File: src/rtl/mc_ctrl_pkg.sv
// Shared definitions for the multi-cycle MIPS control unit.
// Holds the FSM state encoding, the opcode map, the ALUOp / BorN codes
// driven onto the ALU interface and the PC source select encodings.
package mc_ctrl_pkg;

    localparam int OPC_W   = 6;
    localparam int FUNCT_W = 3;

    typedef enum logic [3:0] {
        FETCH, DECODE, EXEC_R, EXEC_I, MEM, WB, BRANCH, JUMP, TRAP
    } state_t;

    // Opcodes (Instr[31:26])
    localparam logic [OPC_W-1:0] OP_RTYPE = 6'h00;
    localparam logic [OPC_W-1:0] OP_J     = 6'h02;
    localparam logic [OPC_W-1:0] OP_BEQ   = 6'h04;
    localparam logic [OPC_W-1:0] OP_BNE   = 6'h05;
    localparam logic [OPC_W-1:0] OP_BLT   = 6'h06;
    localparam logic [OPC_W-1:0] OP_BLE   = 6'h07;
    localparam logic [OPC_W-1:0] OP_ADDI  = 6'h08;
    localparam logic [OPC_W-1:0] OP_LW    = 6'h23;
    localparam logic [OPC_W-1:0] OP_SW    = 6'h2B;

    // ALUOp codes
    localparam logic [2:0] ALU_MOV = 3'd0;
    localparam logic [2:0] ALU_NOT = 3'd1;
    localparam logic [2:0] ALU_ADD = 3'd2;
    localparam logic [2:0] ALU_SUB = 3'd3;
    localparam logic [2:0] ALU_OR  = 3'd4;
    localparam logic [2:0] ALU_AND = 3'd5;
    localparam logic [2:0] ALU_XOR = 3'd6;
    localparam logic [2:0] ALU_SLT = 3'd7;

    // BorN codes (equal to opcode[1:0] of the branch opcodes)
    localparam logic [1:0] BR_BEQ = 2'd0;
    localparam logic [1:0] BR_BNE = 2'd1;
    localparam logic [1:0] BR_BLT = 2'd2;
    localparam logic [1:0] BR_BLE = 2'd3;

    // PC source select
    localparam logic [1:0] PC_SRC_SEQ = 2'd0;
    localparam logic [1:0] PC_SRC_BR  = 2'd1;
    localparam logic [1:0] PC_SRC_JMP = 2'd2;

    // BEQ/BNE/BLT/BLE occupy opcodes 0x04..0x07
    function automatic logic is_branch(input logic [OPC_W-1:0] op);
        return op[OPC_W-1:2] == 4'b0001;
    endfunction

endpackage

File: src/rtl/alu_op_decoder.sv
// Combinational ALU control decode for the multi-cycle control unit.
// Ports:
//   state     in  current FSM state
//   opcode    in  Instr[31:26]
//   funct     in  Instr[2:0] (R-type function, maps 1:1 onto ALUOp)
//   alu_op    out ALU operation select
//   born      out branch compare select
//   alu_src_b out 0 register B, 1 sign-extended immediate
module alu_op_decoder
    import mc_ctrl_pkg::*;
#(
    parameter int OPC_W_P   = OPC_W,
    parameter int FUNCT_W_P = FUNCT_W
) (
    input  state_t               state,
    input  logic [OPC_W_P-1:0]   opcode,
    input  logic [FUNCT_W_P-1:0] funct,
    output logic [2:0]           alu_op,
    output logic [1:0]           born,
    output logic                 alu_src_b
);

    always_comb begin
        alu_op    = ALU_MOV;
        born      = BR_BEQ;
        alu_src_b = 1'b0;
        case (state)
            EXEC_R: alu_op = funct;
            EXEC_I: begin
                alu_op    = ALU_ADD;
                alu_src_b = 1'b1;
            end
            BRANCH: begin
                // compare is done as B-A; branch kind is the low opcode bits
                alu_op = ALU_SUB;
                born   = opcode[1:0];
            end
            default: ;
        endcase
    end

endmodule

File: src/rtl/mc_control_unit.sv
// Multi-cycle control FSM for the bare 32-bit MIPS core.
// Sequences FETCH/DECODE/EXECUTE/MEMORY/WRITEBACK, drives the ALU control
// (ALUOp, BorN, ALU_Src_B), the PC/IR/register-file/memory strobes, and
// waits on Mem_Ready for every memory access.
// Ports:
//   Clock, Reset_n (async active-low)
//   Instr, Branch_Flag, Mem_Ready                         inputs
//   ALUOp, BorN, ALU_Src_B, PC_Write, PC_Src, IR_Write,
//   Mem_Read, Mem_Write, Reg_Write, Reg_Dst, Mem_To_Reg,
//   Illegal_Op                                            outputs
// Configuration:
//   ILLEGAL_OP_TRAP_EN  unknown opcodes enter a sticky TRAP state and raise
//                       Illegal_Op; otherwise they execute as a NOP.
module mc_control_unit
    import mc_ctrl_pkg::*;
#(
    parameter int OPC_W_P   = OPC_W,
    parameter int FUNCT_W_P = FUNCT_W
) (
    input  logic        Clock,
    input  logic        Reset_n,
    input  logic [31:0] Instr,
    input  logic        Branch_Flag,
    input  logic        Mem_Ready,
    output logic [2:0]  ALUOp,
    output logic [1:0]  BorN,
    output logic        ALU_Src_B,
    output logic        PC_Write,
    output logic [1:0]  PC_Src,
    output logic        IR_Write,
    output logic        Mem_Read,
    output logic        Mem_Write,
    output logic        Reg_Write,
    output logic        Reg_Dst,
    output logic        Mem_To_Reg,
    output logic        Illegal_Op
);

    state_t state, state_next;

    logic [OPC_W_P-1:0]   opcode;
    logic [FUNCT_W_P-1:0] funct;
    logic                 unused_instr;
    assign opcode       = Instr[31 -: OPC_W_P];
    assign funct        = Instr[FUNCT_W_P-1:0];
    assign unused_instr = ^Instr[31-OPC_W_P:FUNCT_W_P];

    logic [2:0] alu_op;
    logic [1:0] born;
    logic       alu_src_b;

    alu_op_decoder #(.OPC_W_P(OPC_W_P), .FUNCT_W_P(FUNCT_W_P)) u_alu_dec (
        .state     (state),
        .opcode    (opcode),
        .funct     (funct),
        .alu_op    (alu_op),
        .born      (born),
        .alu_src_b (alu_src_b)
    );

    always_ff @(posedge Clock or negedge Reset_n) begin
        if (!Reset_n) state <= FETCH;
        else          state <= state_next;
    end

    logic       pc_write, ir_write, mem_read, mem_write;
    logic       reg_write, reg_dst, mem_to_reg, illegal;
    logic [1:0] pc_src;

    always_comb begin
        state_next = state;
        pc_write   = 1'b0;
        pc_src     = PC_SRC_SEQ;
        ir_write   = 1'b0;
        mem_read   = 1'b0;
        mem_write  = 1'b0;
        reg_write  = 1'b0;
        reg_dst    = 1'b0;
        mem_to_reg = 1'b0;
        illegal    = 1'b0;
        case (state)
            FETCH: begin
                mem_read = 1'b1;
                if (Mem_Ready) begin
                    ir_write   = 1'b1;
                    pc_write   = 1'b1;
                    state_next = DECODE;
                end
            end
            DECODE: begin
                if (opcode == OP_RTYPE)
                    state_next = EXEC_R;
                else if (opcode == OP_ADDI || opcode == OP_LW || opcode == OP_SW)
                    state_next = EXEC_I;
                else if (is_branch(opcode))
                    state_next = BRANCH;
                else if (opcode == OP_J)
                    state_next = JUMP;
                else
`ifdef ILLEGAL_OP_TRAP_EN
                    state_next = TRAP;
`else
                    state_next = FETCH;
`endif
            end
            EXEC_R: state_next = WB;
            EXEC_I: state_next = (opcode == OP_ADDI) ? WB : MEM;
            MEM: begin
                mem_read  = (opcode == OP_LW);
                mem_write = (opcode == OP_SW);
                if (Mem_Ready) state_next = (opcode == OP_LW) ? WB : FETCH;
            end
            WB: begin
                reg_write  = 1'b1;
                reg_dst    = (opcode == OP_RTYPE);
                mem_to_reg = (opcode == OP_LW);
                state_next = FETCH;
            end
            BRANCH: begin
                pc_src     = PC_SRC_BR;
                pc_write   = Branch_Flag;
                state_next = FETCH;
            end
            JUMP: begin
                pc_src     = PC_SRC_JMP;
                pc_write   = 1'b1;
                state_next = FETCH;
            end
            TRAP: begin
                // held here until Reset_n; state itself makes the flag sticky
                illegal    = 1'b1;
                state_next = TRAP;
            end
            default: state_next = FETCH;
        endcase
    end

    // While reset is asserted every output reads 0, including the FETCH
    // read request, so nothing leaks to memory during reset.
    assign ALUOp      = Reset_n ? alu_op    : ALU_MOV;
    assign BorN       = Reset_n ? born      : BR_BEQ;
    assign ALU_Src_B  = Reset_n & alu_src_b;
    assign PC_Write   = Reset_n & pc_write;
    assign PC_Src     = Reset_n ? pc_src    : PC_SRC_SEQ;
    assign IR_Write   = Reset_n & ir_write;
    assign Mem_Read   = Reset_n & mem_read;
    assign Mem_Write  = Reset_n & mem_write;
    assign Reg_Write  = Reset_n & reg_write;
    assign Reg_Dst    = Reset_n & reg_dst;
    assign Mem_To_Reg = Reset_n & mem_to_reg;
`ifdef ILLEGAL_OP_TRAP_EN
    assign Illegal_Op = Reset_n & illegal;
`else
    assign Illegal_Op = 1'b0;
    logic unused_illegal;
    assign unused_illegal = illegal;
`endif

endmodule

File: config.mk
export PLATFORM = sky130hd
export DESIGN_NAME = mc_control_unit
export DESIGN_NICKNAME = d
export VERILOG_FILES = /design/src/rtl/mc_ctrl_pkg.sv /design/src/rtl/alu_op_decoder.sv /design/src/rtl/mc_control_unit.sv
export SDC_FILE = /design/constraint.sdc
export NUM_CORES = 1
export LEC_CHECK = 0
export BUFFER_PORTS_ARGS = -buffer_cell sky130_fd_sc_hd__buf_2
export CORE_MARGIN = 2
export CORE_UTILIZATION = 35
export CTS_CLUSTER_SIZE = 12
export DETAILED_ROUTE_END_ITERATION = 10
export GPL_ROUTABILITY_DRIVEN = 0
export PLACE_DENSITY = 0.83
export SLEW_MARGIN = 20
export SYNTH_ARGS = -nofsm -noshare
export SYNTH_HDL_FRONTEND = slang
export SYNTH_SLANG_ARGS = --single-unit
File: constraint.sdc
create_clock -name Clock -period 1.9 [get_ports Clock]
set_clock_uncertainty 0.1 [all_clocks]
set_input_delay 0.38 -clock Clock [delete_from_list [all_inputs] [get_ports Clock]]
set_output_delay 0.38 -clock Clock [all_outputs]
set_load 0.02 [all_outputs]
==> summary.md <==
| Metric | Value |
|---|---|
| Peak VDD IR | 0.337 mV |
| Skew-Pair Late Insertion Delay | 0.24 ns |
| CP delay by family, top | flip-flops |
| Critical path required time | 1.42 ns |
| Die width | 40.4 µm |
| Place WS | 0.0140 ns |
| N_diodes | 0 |
| Crit path kind | flop to primary output |
| Compound-Gate Fraction of Synth Area | 0.197 |
| Hold Slack | 0.431 ns |
| Final Hold Viols | 0 |
| Core area | 1270 µm² |
| Clock sink total | 4 |
| Max reg flops | 4 |
| Layout cells sized above 1 | 0.605 |
| Total GRT Usage | 0.188 |
| # DRC | 0 |
| First-pass GRT wire length | 1980 µm |
| RSZ-0062 raised after global routing | yes |
| Leak Pwr | 0.437 nW |
| Yosys cell types | 29 |
| Fillers | 76 |
| Crit. End Element | primary output |
| Synth Area in Simple Gates | 0.500 |
| Crit-path cells | buf_4 -> nor2_2 -> nand2_1 -> nor3_2 -> buf_4 |
| Minimum clock period | 1.92 ns |
| Nets | 152 |
| Antenna violations before repair | 0 |
| Mapped Cells | 71 |
| Sw Pwr | 0.160 mW |
| Final instance area | 898 µm² |
| M1 WL | 787 µm |
| Adder-cell share of the synthesized area | 0 |
| Via count | 738 |
| Sequential area share after synthesis | 0.216 |
| Critical Path AT | 1.44 ns |
| Final period util | 1.01 |
| Pwr Total | 0.424 mW |
| CTS tree | built |
| Met2 Wirelength | 968 µm |
| Max frequency | 519 MHz |
| Largest family of logic cells by synthesized area | simple AND/OR/NAND/NOR gates |
| Finished Layout Cells | 129 |
| CTS root buf | clkbuf_4 |
| Vias in the first global route | 492 |
| R2R cell count | 4 |
| Post-Syn Area per Cell | 6.52 µm² |
| Initial Util | 0.365 |
| CP peak stage delay | 0.46 ns |
| Drt first pass iters | 4 |
| Post-route worst setup slack | -0.0250 ns |
| Post-synthesis register bit count | 4 |
| Max-slew violations | 0 |
| Total congestion overflow | 0 |
| Pwr dens | 472 nW/µm² |
| Metal3 WL | 149 µm |
| Critical Path Most Common Cell | buf_4 |
| Gate power share | 0.483 |
| CTS max path bufs | 2 |
| Multiplexer share of the synthesized area | 0 |
| Htree depth | 1 |
| Startpoint types | flop |
| Final setup vio count | 1 |
| Largest net degree at the start of global routing | 15 |
| Reg area | 103 µm² |
| Die area | 1630 µm² |
| Rows | 13 |
| Int Pwr | 0.264 mW |
| Avg Vias per Cell | 5.72 |
| Worst min path class | input pin to flop |
| Placed inst area | 684 µm² |
| Flop pwr share | 0.263 |
| CTS Buf Count | 3 |
| I/O Buffers | 27 |
| Synth warn | 0 |
| CP Max Fanout | 6 |
| Bufs and invs on worst path | 2 |
| Cell at the slowest stage of the critical path | dfrtp_2 |
| Starting DRT DRC Count | 24 |
| HPWL Detailed | 1100 µm |
| WP depth | 5 |
| Post-DR wirelength/cell | 15.1 µm |
| Layout area overhead | 94.1% |
| Ports | 52 |
| Syn_nets | 107 |
| Status | complete, but fails checks |
| Hold depth | 3 |
| Top sig layer | met4 |
| Sw Ratio | 0.377 |
| Violated checks | setup timing |
| Die height | 40.4 µm |
| Biggest regs | state (4) |
| Post-synthesis instance area | 463 µm² |
| Placed Instances | 120 |
| Reg clk slew, reported paths | 0.04 ns |
| Max-Cap Viols | 0 |
| Synth Area in XOR/XNOR | 0 |
| Clock share of power | 0.254 |
| Most flops, register | state |
| Final ANT Viol Nets | 0 |
| WL final | 1950 µm |
| Multi-input combinational cell area | 438 µm² |
[Yosys cell counts, drive strengths merged]
library cell	instances	area [µm²]
buf	3	17.5
o22ai	1	6.26
inv	4	15.0
nand3b	1	7.51
and4b	1	10.0
o21ai	5	25.0
or4	2	18.8
nand2	6	22.5
clkbuf	1	3.75
o2111a	1	11.3
nand3	4	25.0
nor3	8	40.0
nor2b	3	18.8
o211ai	1	7.51
conb	1	3.75
and2	2	13.8
a21oi	5	25.0
dfrtp	4	100
a21o	1	7.51
nand2b	3	18.8
nor4	2	12.5
a311oi	1	8.76
and3	1	6.26
nor2	10	37.5
[power groups by stage]
stage	Combinational [mW]	Clock (mW)	Sequential, mW
final	0.205	0.108	0.111
after global routing	0.217	0.116	0.112
after CTS	0.138	0.108	0.106
after detailed placement	0.132	0	0.106
after global placement	0.127	0	0.105
after floorplan	0.0842	0	0.0965
[per-layer routing]
| metal | track usage | up-vias |
|---|---|---|
| li1 | - | 344 |
| met1 | 0.203 | 345 |
| met2 | 0.317 | 43 |
| met3 | 0.0389 | 6 |
| met4 | 0.142 | 0 |
| met5 | 0 | - |
[cells by family after synthesis]
family,after synthesis
AO/OA/AOI/OAI,15
flip-flops,4
AND/OR/NAND/NOR,43
other,1
buffers and inverters,8
[worst register-to-register path: stages, from the launching register on]
cell      delay (ns)
dfrtp_2         0.53
nor2_1          0.24
nand3_1         0.10
a311oi_1        0.27
a21o_1          0.12
[cell usage in the layout, fill, tap and decap left out, types with 2 or more instances in the layout]
cell       n
nor3_2     3
buf_6      3
a21oi_1    3
inv_1      4
dfrtp_1    2
buf_2     17
nand2_1    5
clkbuf_4   3
nand2b_4   2
buf_4     23
or4_4      2
a21oi_2    2
nor3_1     4
o21ai_0    4
nor2b_4    2
nor2_1     7
dfrtp_2    2
nand3_1    2
nor2_2     3
[area by class of cell]
type,count,area share
Clock buffer,3,0.0251
Inverter,4,0.0167
Multi-Input combinational cell,59,0.487
Sequential cell,4,0.114
Tap cell,15,0.0209
Timing Repair Buffer,44,0.336
[per-stage QoR]
step,util,TNS (ns)
floorplan,-,0
global placement,0.539,0
detailed placement,0.539,0
CTS,0.577,0
global route,0.708,-0.230
finish,0.708,-0.0250
[timing repair]
| action | CTS | global route |
|---|---|---|
| setup endpoints to repair | 7 | 11 |
| resized for setup | 6 | 32 |
| buffers inserted | 0 | 5 |
| pin swaps | 0 | 5 |
| hold endpoints to repair | 4 | 0 |
| hold buffers | 1 | 0 |
[final timing paths]
check                                          start                    to  slack [ns]
worst max-delay path            state[1]$_DFFE_PN0P_             Mem_Write       -0.02
worst min-delay path                       Mem_Ready  state[2]$_DFFE_PN0P_        0.43
worst max register to register  state[2]$_DFFE_PN0P_  state[0]$_DFFE_PN0P_        0.48
worst min register to register  state[1]$_DFFE_PN0P_  state[2]$_DFFE_PN0P_        0.57
max in group asynchronous                    Reset_n  state[1]$_DFFE_PN0P_        0.97
min in group asynchronous                    Reset_n  state[3]$_DFFE_PN0P_        0.54
Power figures use the tool's default switching activity.
